**src/rtl/vend_pkg.sv**
```systemverilog
// Shared types and helpers for the vending sequencer: state encoding, coin codes
// and the unit/greedy-change conversions used by the controller.
package vend_pkg;

  typedef enum logic [1:0] {
    S_IDLE     = 2'd0,
    S_CREDIT   = 2'd1,
    S_DISPENSE = 2'd2,
    S_CHANGE   = 2'd3
  } state_e;

  localparam logic [1:0] COIN_5   = 2'd0;
  localparam logic [1:0] COIN_10  = 2'd1;
  localparam logic [1:0] COIN_20  = 2'd2;
  localparam logic [1:0] COIN_INV = 2'd3;

  // Credit is kept in 5-cent units; an invalid code is worth nothing.
  function automatic logic [2:0] coin_units(input logic [1:0] code);
    case (code)
      COIN_5:  coin_units = 3'd1;
      COIN_10: coin_units = 3'd2;
      COIN_20: coin_units = 3'd4;
      default: coin_units = 3'd0;
    endcase
  endfunction

  function automatic logic [1:0] change_coin(input logic [7:0] units);
    if (units >= 8'd4)      change_coin = COIN_20;
    else if (units >= 8'd2) change_coin = COIN_10;
    else                    change_coin = COIN_5;
  endfunction

endpackage

```
**src/rtl/vend_timer.sv**
```systemverilog
// Loadable down-counter for the dispense timeout; expired is high once the
// count has run down to zero.
module vend_timer #(
  parameter int unsigned W = 8
) (
  input  logic         clk,
  input  logic         rst,
  input  logic         clear,
  input  logic         load,
  input  logic [W-1:0] load_val,
  input  logic         en,
  output logic         expired
);

  logic [W-1:0] count_q;
  logic [W-1:0] count_d;

  always_comb begin
    count_d = count_q;
    if (clear) begin
      count_d = '0;
    end else if (load) begin
      count_d = load_val;
    end else if (en && (count_q != '0)) begin
      count_d = count_q - 1'b1;
    end
  end

  always_ff @(posedge clk) begin
    if (!rst) begin
      count_q <= '0;
    end else begin
      count_q <= count_d;
    end
  end

  assign expired = (count_q == '0);

endmodule

```
**src/rtl/vend_ctrl.sv**
```systemverilog
// Vending sequencer: coin credit, price check, dispenser req/ack handshake
// with timeout, and greedy coin-by-coin change return.
module vend_ctrl
  import vend_pkg::*;
#(
  parameter int unsigned CREDIT_W   = 6,
  parameter int unsigned CREDIT_MAX = 40,
  parameter int unsigned PRICE0     = 3,
  parameter int unsigned PRICE1     = 4,
  parameter int unsigned PRICE2     = 5,
  parameter int unsigned PRICE3     = 8,
  parameter int unsigned TIMEOUT    = 255
) (
  input  logic                clk,
  input  logic                rst,
  input  logic                coin_valid,
  input  logic [1:0]          coin_val,
  input  logic                sel_valid,
  input  logic [1:0]          sel,
  input  logic                cancel,
  input  logic                disp_ack,
  input  logic                chg_ack,
  output logic                disp_req,
  output logic [1:0]          disp_id,
  output logic                chg_req,
  output logic [1:0]          chg_val,
  output logic [CREDIT_W-1:0] credit,
  output logic                busy,
  output logic                coin_reject,
  output logic                err_funds,
  output logic                fault
);

  localparam int unsigned       TIMER_W  = $clog2(TIMEOUT + 1);
  localparam logic [CREDIT_W:0] CMAX_EXT = (CREDIT_W + 1)'(CREDIT_MAX);

  function automatic logic [CREDIT_W:0] price_of(input logic [1:0] idx);
    case (idx)
      2'd0:    price_of = (CREDIT_W + 1)'(PRICE0);
      2'd1:    price_of = (CREDIT_W + 1)'(PRICE1);
      2'd2:    price_of = (CREDIT_W + 1)'(PRICE2);
      default: price_of = (CREDIT_W + 1)'(PRICE3);
    endcase
  endfunction

  state_e              state_q, state_d;
  logic [CREDIT_W-1:0] credit_q, credit_d;
  logic                disp_req_q, disp_req_d;
  logic [1:0]          disp_id_q, disp_id_d;
  logic                chg_req_q, chg_req_d;
  logic [1:0]          chg_val_q, chg_val_d;
  logic                coin_reject_q, coin_reject_d;
  logic                err_funds_q, err_funds_d;
  logic                fault_q, fault_d;
  logic                coin_ok;
  logic                tmr_clear, tmr_load, tmr_en, tmr_expired;

  // One extra bit of headroom so sums and differences never wrap.
  logic [CREDIT_W:0] credit_ext, coin_sum, sel_price, disp_price, restored;

  assign credit_ext = {1'b0, credit_q};
  assign coin_sum   = credit_ext + (CREDIT_W + 1)'(coin_units(coin_val));
  assign sel_price  = price_of(sel);
  assign disp_price = price_of(disp_id_q);
  assign restored   = credit_ext + disp_price;

  vend_timer #(.W(TIMER_W)) u_timer (
    .clk      (clk),
    .rst      (rst),
    .clear    (tmr_clear),
    .load     (tmr_load),
    .load_val (TIMER_W'(TIMEOUT - 1)),
    .en       (tmr_en),
    .expired  (tmr_expired)
  );

  always_comb begin
    state_d       = state_q;
    credit_d      = credit_q;
    disp_req_d    = disp_req_q;
    disp_id_d     = disp_id_q;
    chg_req_d     = chg_req_q;
    chg_val_d     = chg_val_q;
    coin_reject_d = 1'b0;
    err_funds_d   = 1'b0;
    fault_d       = 1'b0;
    coin_ok       = 1'b0;
    tmr_clear     = 1'b0;
    tmr_load      = 1'b0;
    tmr_en        = 1'b0;

    case (state_q)
      S_IDLE, S_CREDIT: begin
        coin_ok = coin_valid;
        // Priority cancel > sel > coin; only an accepted cancel/sel consumes the coin slot.
        if (cancel && (state_q == S_CREDIT)) begin
          state_d   = S_CHANGE;
          chg_req_d = 1'b1;
          chg_val_d = change_coin(8'(credit_q));
          coin_ok   = 1'b0;
        end else if (sel_valid) begin
          if ((state_q == S_CREDIT) && (credit_ext >= sel_price)) begin
            state_d    = S_DISPENSE;
            credit_d   = CREDIT_W'(credit_ext - sel_price);
            disp_req_d = 1'b1;
            disp_id_d  = sel;
            tmr_load   = 1'b1;
            coin_ok    = 1'b0;
          end else begin
            err_funds_d = 1'b1;
          end
        end
        if (coin_ok) begin
          if ((coin_val != COIN_INV) && (coin_sum <= CMAX_EXT)) begin
            credit_d = coin_sum[CREDIT_W-1:0];
            state_d  = S_CREDIT;
          end else begin
            coin_reject_d = 1'b1;
          end
        end else if (coin_valid) begin
          coin_reject_d = 1'b1;
        end
      end

      S_DISPENSE: begin
        coin_reject_d = coin_valid;
        if (disp_ack) begin
          disp_req_d = 1'b0;
          tmr_clear  = 1'b1;
          if (credit_q != '0) begin
            state_d   = S_CHANGE;
            chg_req_d = 1'b1;
            chg_val_d = change_coin(8'(credit_q));
          end else begin
            state_d = S_IDLE;
          end
        end else if (tmr_expired) begin
          // Dispenser never answered: give the price back and refund everything.
          fault_d    = 1'b1;
          disp_req_d = 1'b0;
          tmr_clear  = 1'b1;
          credit_d   = restored[CREDIT_W-1:0];
          state_d    = S_CHANGE;
          chg_req_d  = 1'b1;
          chg_val_d  = change_coin(8'(restored));
        end else begin
          tmr_en = 1'b1;
        end
      end

      S_CHANGE: begin
        coin_reject_d = coin_valid;
        if (chg_req_q) begin
          if (chg_ack) begin
            credit_d  = CREDIT_W'(credit_ext - (CREDIT_W + 1)'(coin_units(chg_val_q)));
            chg_req_d = 1'b0;
          end
        end else if (credit_q == '0) begin
          state_d   = S_IDLE;
          chg_val_d = COIN_5;
        end else begin
          chg_req_d = 1'b1;
          chg_val_d = change_coin(8'(credit_q));
        end
      end

      default: state_d = S_IDLE;
    endcase
  end

  always_ff @(posedge clk) begin
    if (!rst) begin
      state_q       <= S_IDLE;
      credit_q      <= '0;
      disp_req_q    <= 1'b0;
      disp_id_q     <= 2'd0;
      chg_req_q     <= 1'b0;
      chg_val_q     <= 2'd0;
      coin_reject_q <= 1'b0;
      err_funds_q   <= 1'b0;
      fault_q       <= 1'b0;
    end else begin
      state_q       <= state_d;
      credit_q      <= credit_d;
      disp_req_q    <= disp_req_d;
      disp_id_q     <= disp_id_d;
      chg_req_q     <= chg_req_d;
      chg_val_q     <= chg_val_d;
      coin_reject_q <= coin_reject_d;
      err_funds_q   <= err_funds_d;
      fault_q       <= fault_d;
    end
  end

  assign disp_req    = disp_req_q;
  assign disp_id     = disp_id_q;
  assign chg_req     = chg_req_q;
  assign chg_val     = chg_val_q;
  assign credit      = credit_q;
  assign busy        = (state_q == S_DISPENSE) || (state_q == S_CHANGE);
  assign coin_reject = coin_reject_q;
  assign err_funds   = err_funds_q;
  assign fault       = fault_q;

endmodule

```
**config.mk**
```make
export PLATFORM = sky130hd
export DESIGN_NAME = vend_ctrl
export DESIGN_NICKNAME = d
export VERILOG_FILES = /design/src/rtl/vend_pkg.sv /design/src/rtl/vend_timer.sv /design/src/rtl/vend_ctrl.sv
export SDC_FILE = /design/constraint.sdc
export NUM_CORES = 1
export LEC_CHECK = 0
export CAP_MARGIN = 20
export CORE_UTILIZATION = 60
export CTS_CLUSTER_SIZE = 28
export DETAILED_ROUTE_END_ITERATION = 7
export PLACE_DENSITY = 0.82
export SYNTH_ARGS = -nofsm -noshare
export SYNTH_HDL_FRONTEND = slang
export SYNTH_SLANG_ARGS = --single-unit
```
**constraint.sdc**
```tcl
create_clock -name clk -period 8.95 [get_ports clk]
set_clock_uncertainty 0.1 [all_clocks]
set_input_delay 2.685 -clock clk [delete_from_list [all_inputs] [get_ports clk]]
set_output_delay 2.685 -clock clk [all_outputs]
set_load 0.02 [all_outputs]
```
Word level (Yosys, flattened, before mapping) --
Cells that the tools add are included.
Storage, ports and cells: word-level logic and storage cells 153, bits of input ports 11, bits in registers 25
Cells by class: muxes and demuxes 74, magnitude comparators 6, $add $sub $neg 5, reductions and logical operators 28, eq/ne operators 24, bitwise logic cells 5
Operators by type and width (number):
- 6-bit 2-to-1 mux | 9
- 2-bit 2-to-1 mux | 18
- 1-bit 2-to-1 mux | 32
- 4-bit case mux with 3 select lines | 2
- 2-bit inequality test (second input constant) | 11
- 3-bit case mux with 3 select lines | 2
- 6-bit case mux with 3 select lines | 1
- 8-bit 2-to-1 mux | 2
- 2-bit == test (second input constant) | 6
- 2-bit case mux with 3 select lines | 2
- 4-bit AND reduction | 3
- 2-bit by 1-bit == test with 1-bit output (second input constant) | 5
- 2-bit logical NOT | 5
- 3-bit 2-to-1 mux | 3
- 8-bit logical NOT | 1
- 8-bit nonzero test | 1
- 8-bit by 1-bit subtractor with 8-bit output (second input constant) | 1
- 6-bit by 3-bit adder with 7-bit output | 1
- 6-bit by 7-bit adder with 7-bit output | 1
- 6-bit by 7-bit >= comparator with 1-bit output | 1
- 7-bit by 2-bit >= comparator with 1-bit output (second input constant) | 1
- 7-bit by 3-bit >= comparator with 1-bit output (second input constant) | 1
- 7-bit by 6-bit <= comparator with 1-bit output (second input constant) | 1
- 6-bit by 2-bit >= comparator with 1-bit output (second input constant) | 1
- other kinds (17) | 31

Longest topological paths before layout --
Gate-level depths: netlist of run 1.
word-level depth 10, gate-level depth with buffers 11, mapped depth without buffers 11

Hierarchy --
From an unflattened synthesis of run 1, not the netlist that was laid out.
Second synthesis, totals: cells, all modules 316, area total of the unflattened synthesis 2466.1 µm²
Modules (own cells, without submodules):
- vend_ctrl | seq. area each 340.3 µm², area an instance 1955.6 µm², cells each 255, times used 1
- vend_timer | seq. area each 160.2 µm², area an instance 510.5 µm², cells each 61, times used 1

Least setup slack after synthesis of run 1 --
No wires, ideal clock.
path type input-to-reg, start input port sel[0], end register credit_q[0] (netlist: credit[0]), data required time 8.710 ns, stages 11, data arrival time 4.704 ns, library setup time 0.140 ns, slack 4.005 ns, path through inv_1 ha_1 inv_1 ha_1 nor2b_1 o311a_2 o211ai_4 nor2b_1 clkbuf_1 and2_4 o311ai_0
Between the ends: cells in the longest elaborated chain, start to end 10
RTL lines:
- start, declared | RTL line vend_ctrl.sv:19 | input logic [1:0] sel,
- 2-bit == test (tied with other cells) | RTL line vend_ctrl.sv:38 | case (idx)
- 4-bit case mux with 3 select lines (*) | RTL line vend_ctrl.sv:38
- 6-bit by 7-bit >= comparator with 1-bit output | RTL line vend_ctrl.sv:102 | if ((state_q == S_CREDIT) && (credit_ext >= sel_price)) begin
- 1-bit logical AND | RTL line vend_ctrl.sv:102
- 6-bit 2-to-1 mux or 1-bit 2-to-1 mux (tied branches) | RTL line vend_ctrl.sv:102
- 6-bit 2-to-1 mux or 1-bit 2-to-1 mux (tied branches) | RTL line vend_ctrl.sv:101 | end else if (sel_valid) begin
- 6-bit 2-to-1 mux or 1-bit 2-to-1 mux (tied branches) | RTL line vend_ctrl.sv:96 | if (cancel && (state_q == S_CREDIT)) begin
- 6-bit 2-to-1 mux or 1-bit 2-to-1 mux (tied branches) | RTL line vend_ctrl.sv:114, vend_ctrl.sv:92
- 6-bit 2-to-1 mux (*) | RTL line vend_ctrl.sv:113 | if (coin_ok) begin
- 6-bit case mux with 3 select lines (*) | RTL line vend_ctrl.sv:92 | case (state_q)
- end signal, assigned | RTL line vend_ctrl.sv:184 | credit_q <= credit_d;
- end, declared | RTL line vend_ctrl.sv:47 | logic [CREDIT_W-1:0] credit_q, credit_d;
Mark *: on every way between the ends. The rest lies on a longest branch, timed or not. The select of a mux whose other input is x is not followed. A chain may end at the register's enable or synchronous reset.

Final worst setup path of run 1 --
start input port sel[1], end register credit_q[3] (netlist: credit[3])
The elaborated chain is that of the path after synthesis.

==> out/results.txt, run 1 <==
Outcome = finished, final reports clean
Initial antenna violation count = 0
Max-cap check violation count = 0
Worst Hold Path Cells = 2
FFs w/ async S/R, synth = 0%
Reg2reg start = credit[1]
Die area = 4229 µm²
Most common library cell in the layout ignoring fill and taps = clkdlybuf4s50_1
Post-Syn Area = 2384 µm²
CP Class = in2reg
Most frequent cells in the layout = clkdlybuf4s50_1 (26), inv_1 (25), nor2_1 (25), dfxtp_1 (25)
Setup tns final = 0 ns
CTS tree = yes
Layout cells sized above 1 = 5.938%
Post-route cell area = 2686 µm²
Global-route wire length before repair = 9.867 mm
Synth top area cells = dfxtp_1 (21%), ha_1 (11%), a21oi_1 (4.8%)
Drt via density = 6.231
Global route overflow = 0
Avg WL per Cell = 16.23 µm
Slowest-stage cell, CP = o21bai_2
Die Y = 65.03 µm
First DRT Iteration DRCs = 192
VDD IR-drop max = 0.1888 mV
Filler Cell Count = 350
Crit-path leading delay family = compound AO/OA/AOI/OAI gates
Fmax = 181.2 MHz
Minimum clock period = 5.519 ns
GRT Resource Usage Total = 29.87%
Final Core Density = 71.76%
Vias in the first global route = 2084
Slew HR = 46.23%
CP max stage delay = 0.68 ns
Yosys warnings = 0
R2r worst-path depth = 8
Yosys top cell by area = dfxtp_1
Overall power = 0.8388 mW
CP Capture Type = flip-flop
Critical path depth = 11
Worst Path Arrival = 5.61 ns
Post-place setup slack = 3.216 ns
Area growth, synth to finish = 12.70%
Root buffer cell = clkbuf_8
Site Rows = 22
Worst path cell trace = clkdlybuf4s50_1 -> inv_1 -> ha_1 -> inv_1 -> ha_1 -> or2_2 -> o311a_2 -> o21bai_2 -> mux2i_1 -> a211o_1 -> o211ai_1
Worst hold-check path type = reg2reg
Post-layout worst setup margin = 3.431 ns
Layout Cells excl Fill = 368
GP Congestion = 0.9129
Worst setup SP type = input port
First-pass iteration count of the detailed router = 4
ANT nets after route = 0
Die width = 65.03 µm
Final worst-path cycle share = 61.67%
LEAKAGE = 1.025 nW
Area of the core = 3744 µm²
N_diodes = 0
Netlist cell types = 64
Ports = 27
Clock insertion delay at the later pin of the skew report = 0.27 ns
Worst-path maximum fanout = 19
RSZ-0062 raised after global routing = no
CTS max path bufs = 2
Setup Viol. Count Final = 0
Largest net degree at the start of global routing = 25
CTS Buf Count = 3
Sequential area share after synthesis = 21.00%
Starting Density = 63.67%
# nets final = 357
Yosys reg bits = 25
Top FF cell, synth = dfxtp_1
Syn Area/Cell = 7.893 µm²
WL final = 5.972 mm
Synthesized Nets = 338
Post CTS Setup Buffer Count = 0
Power Density = 312.3 nW/µm²
Residual DRC = 0
Detailed placer's ending HPWL = 4.497 mm
DP Cell Count = 364
Crit. Startpoint = sel[1]
Vias = 2293
Synth top area share = 21.00%
CTS resizes = 0
Port Buffers = 26
Worst EP required = 9.04 ns
Area post-placement = 2638 µm²
Least-Margin Pin Slew = 0.8061 ns
Hold path startpoint = disp_req
Worst Path Buf+Inv = 3
Fin. max-slew vios = 0
Post-synth EDFFs = 0
Hold_ws = 0.3553 ns
Sink Count = 25
# hold bufs at CTS = 0
H-tree lvl count = 1
Final hold violations = 0
Gate count of the mapped netlist = 302
Clock-pin transition on the worst setup and hold timing paths = 0.10 ns
[state kept, by name (all words and copies together), names as in the netlist]
signal	flops
credit	6
u_timer.count_q	8
coin_reject	1
chg_req	1
err_funds	1
chg_val	2
disp_req	1
state_q	2
fault	1
disp_id	2
[report_power, final]
| group | internal [mW] | total [mW] | leakage, nW | switching, mW |
|---|---|---|---|---|
| combinational | 0.246 | 0.546 | 0.800 | 0.300 |
| sequential | 0.144 | 0.221 | 0.204 | 0.0777 |
| clock | 0.0316 | 0.0714 | 0.0217 | 0.0398 |
| total | 0.421 | 0.839 | 1.03 | 0.418 |
[layer usage]
metal | track usage, % | wire (µm)
met5 | 0 | 0
met4 | 7.065 | 89
met3 | 3.697 | 432
met2 | 49.48 | 2690
met1 | 40.92 | 2760
[path summary, 6_finish.rpt]
kind                to  slack (ns)
max          credit[3]        3.43
min           disp_req        0.36
max reg2reg  credit[0]        5.74
min reg2reg   disp_req        0.36
[area by class of cell]
cell class,instances,area (µm²),area share (%)
multi-input combinational,240,1723,64.14
tap,48,60.06,2.236
timing repair buffer,26,260.3,9.688
sequential,25,500.5,18.63
inverter,25,93.84,3.493
clock inverter,1,7.507,0.2795
clock buffer,3,41.29,1.537
[Yosys cell counts (2+ instances only)]
cell	n
a211o_1	2
a211oi_1	4
a21o_1	2
a21oi_1	23
a31oi_1	4
and2_1	2
and3_1	2
buf_2	2
buf_6	2
clkbuf_1	6
dfxtp_1	25
fa_1	4
ha_1	21
inv_1	25
mux2i_1	4
nand2_1	23
nand2b_1	6
nand3_1	4
nand3b_1	3
nand4_1	6
nor2_1	25
nor2b_1	10
nor3_1	10
nor3b_1	2
o211ai_1	5
o21a_1	3
o21ai_0	15
o22ai_1	2
o311a_1	2
o311ai_0	3
o31ai_1	5
or2_2	4
or4_1	2
xnor2_1	10
xor2_1	5
[tightest hold or removal path: stages (launching register included)]
cell and delay [ns]:
dfxtp_1 0.32, inv_1 0.05, a21oi_1 0.05
[cells by family (layout without fill, tap and decap cells)]
| logic type | Yosys count | after routing | share of synthesized area, % |
|---|---|---|---|
| AO/OA/AOI/OAI | 86 | 86 | 25.78 |
| AND/OR/NAND/NOR | 110 | 110 | 24.93 |
| flip-flops | 25 | 25 | 21.00 |
| adder cells (fa/ha/maj) | 25 | 25 | 14.38 |
| XOR/XNOR | 15 | 15 | 5.512 |
| buffers and inverters | 37 | 55 | 6.719 |
| multiplexers | 4 | 4 | 1.680 |
Note: power is estimated with default switching activity, not from simulation.
==> inputs of run 2 (changes only) <==
- CORE_UTILIZATION: 60 -> 51
- PLACE_DENSITY: 0.82 -> 0.74
- clock period: 8.95 -> 4.85 ns (I/O delays scaled with it)
==> out/results.txt, run 2 (same netlist as run 1, synthesis figures left out) <==
# nets final = 358
N_diodes = 0
WL final = 5.842 mm
Site Rows = 24
First DRT Iteration DRCs = 161
Worst Path Arrival = 4.28 ns
Worst EP required = 4.91 ns
Drt via density = 6.072
RSZ-0062 raised after global routing = no
Area growth, synth to finish = 13.23%
Worst path cell trace = clkdlybuf4s50_1 -> inv_1 -> ha_1 -> inv_1 -> ha_1 -> or2_2 -> o311a_2 -> o211ai_4 -> nor2b_1 -> and2_4 -> o311ai_0
Global-route wire length before repair = 9.915 mm
Largest net degree at the start of global routing = 25
Die area = 4951 µm²
Outcome = finished, final reports clean
Final Core Density = 61.14%
Clock insertion delay at the later pin of the skew report = 0.29 ns
Max-cap check violation count = 0
Crit-path leading delay family = simple AND/OR/NAND/NOR gates
# hold bufs at CTS = 0
First-pass iteration count of the detailed router = 4
CP Class = in2reg
Worst Path Buf+Inv = 3
H-tree lvl count = 1
Setup Viol. Count Final = 0
Critical path depth = 11
GP Congestion = 0.8285
CP Capture Type = flip-flop
Fmax = 237.3 MHz
LEAKAGE = 1.029 nW
Least-Margin Pin Slew = 0.7502 ns
Die Y = 70.37 µm
Minimum clock period = 4.214 ns
GRT Resource Usage Total = 24.89%
Detailed placer's ending HPWL = 4.388 mm
Flop-to-flop setup slack = 1.71 ns
Slew HR = 49.92%
Final hold violations = 0
Sink Count = 25
Biggest register = u_timer.count_q
Initial antenna violation count = 0
CTS tree = yes
Vias in the first global route = 2064
Worst setup SP type = input port
Max FFs per register = 8
Setup tns final = 0 ns
CP max stage delay = 0.50 ns
Worst-path maximum fanout = 8
Clock-pin transition on the worst setup and hold timing paths = 0.11 ns
Post CTS Setup Buffer Count = 0
Most common library cell in the layout ignoring fill and taps = clkdlybuf4s50_1
Residual DRC = 0
Hold_ws = 0.3564 ns
R2r worst-path depth = 8
CTS resizes = 0
Vias = 2265
Global route overflow = 0
VDD IR-drop max = 0.2567 mV
Avg WL per Cell = 15.66 µm
CTS Buf Count = 3
Fin. max-slew vios = 0
Layout cells sized above 1 = 6.231%
Most frequent cells in the layout = clkdlybuf4s50_1 (26), inv_1 (25), nor2_1 (25), dfxtp_1 (25)
Area of the core = 4414 µm²
Power Density = 572.3 nW/µm²
Worst hold-check path type = reg2reg
Die width = 70.37 µm
ANT nets after route = 0
Ports = 27
Port Buffers = 26
Slowest-stage cell, CP = clkdlybuf4s50_1
CTS max path bufs = 2
Worst Hold Path Cells = 2
Starting Density = 54.00%
Final worst-path cycle share = 86.88%
Root buffer cell = clkbuf_8
==> run 2: final cells by class <==
cell class                      instances  area [µm²]
Timing Repair Buffer                   27       267.8
Clock buffer                            3       41.29
Multi-Input combinational cell        240        1723
Sequential cell                        25       500.5
Tap cell                               52       65.06
Clock inverter                          1       7.507
Fill cell                             434        1715
Inverter                               25       93.84
==> run 2: per-layer routing <==
layer / part of all wire [%] / GRT usage, %
met2: 43 / 40.74
met5: 0 / 0
met1: 50 / 34.88
met4: 1.6 / 4.889
met3: 5.2 / 3.319
==> run 2: final timing paths <==
kind	start	end
max	sel[1]	credit[0]
max reg2reg	credit[1]	credit[0]
min reg2reg	disp_req	disp_req
min	disp_req	disp_req
==> run 2: power breakdown <==
group	leakage [nW]	switching (mW)	total, mW	internal (mW)
clock	0.0217	0.0789	0.137	0.0585
combinational	0.804	0.543	1.00	0.458
sequential	0.204	0.142	0.407	0.265
==> run 2: tightest hold or removal path: stages, from the launching register on <==
cell	delay (ns)
dfxtp_1	0.32
inv_1	0.04
a21oi_1	0.05
==> run 2: per-stage QoR <==
step | instances | worst slack, ns | instance area, µm² | power (mW)
floorplan | 302 | 1.135 | 2384 | 1.145
global placement | 369 | 0.4774 | 2650 | 1.381
detailed placement | 369 | 0.3736 | 2650 | 1.394
CTS | 373 | 0.6527 | 2699 | 1.534
global route | 373 | 0.4864 | 2699 | 1.675
finish | 373 | 0.6361 | 2699 | 1.544
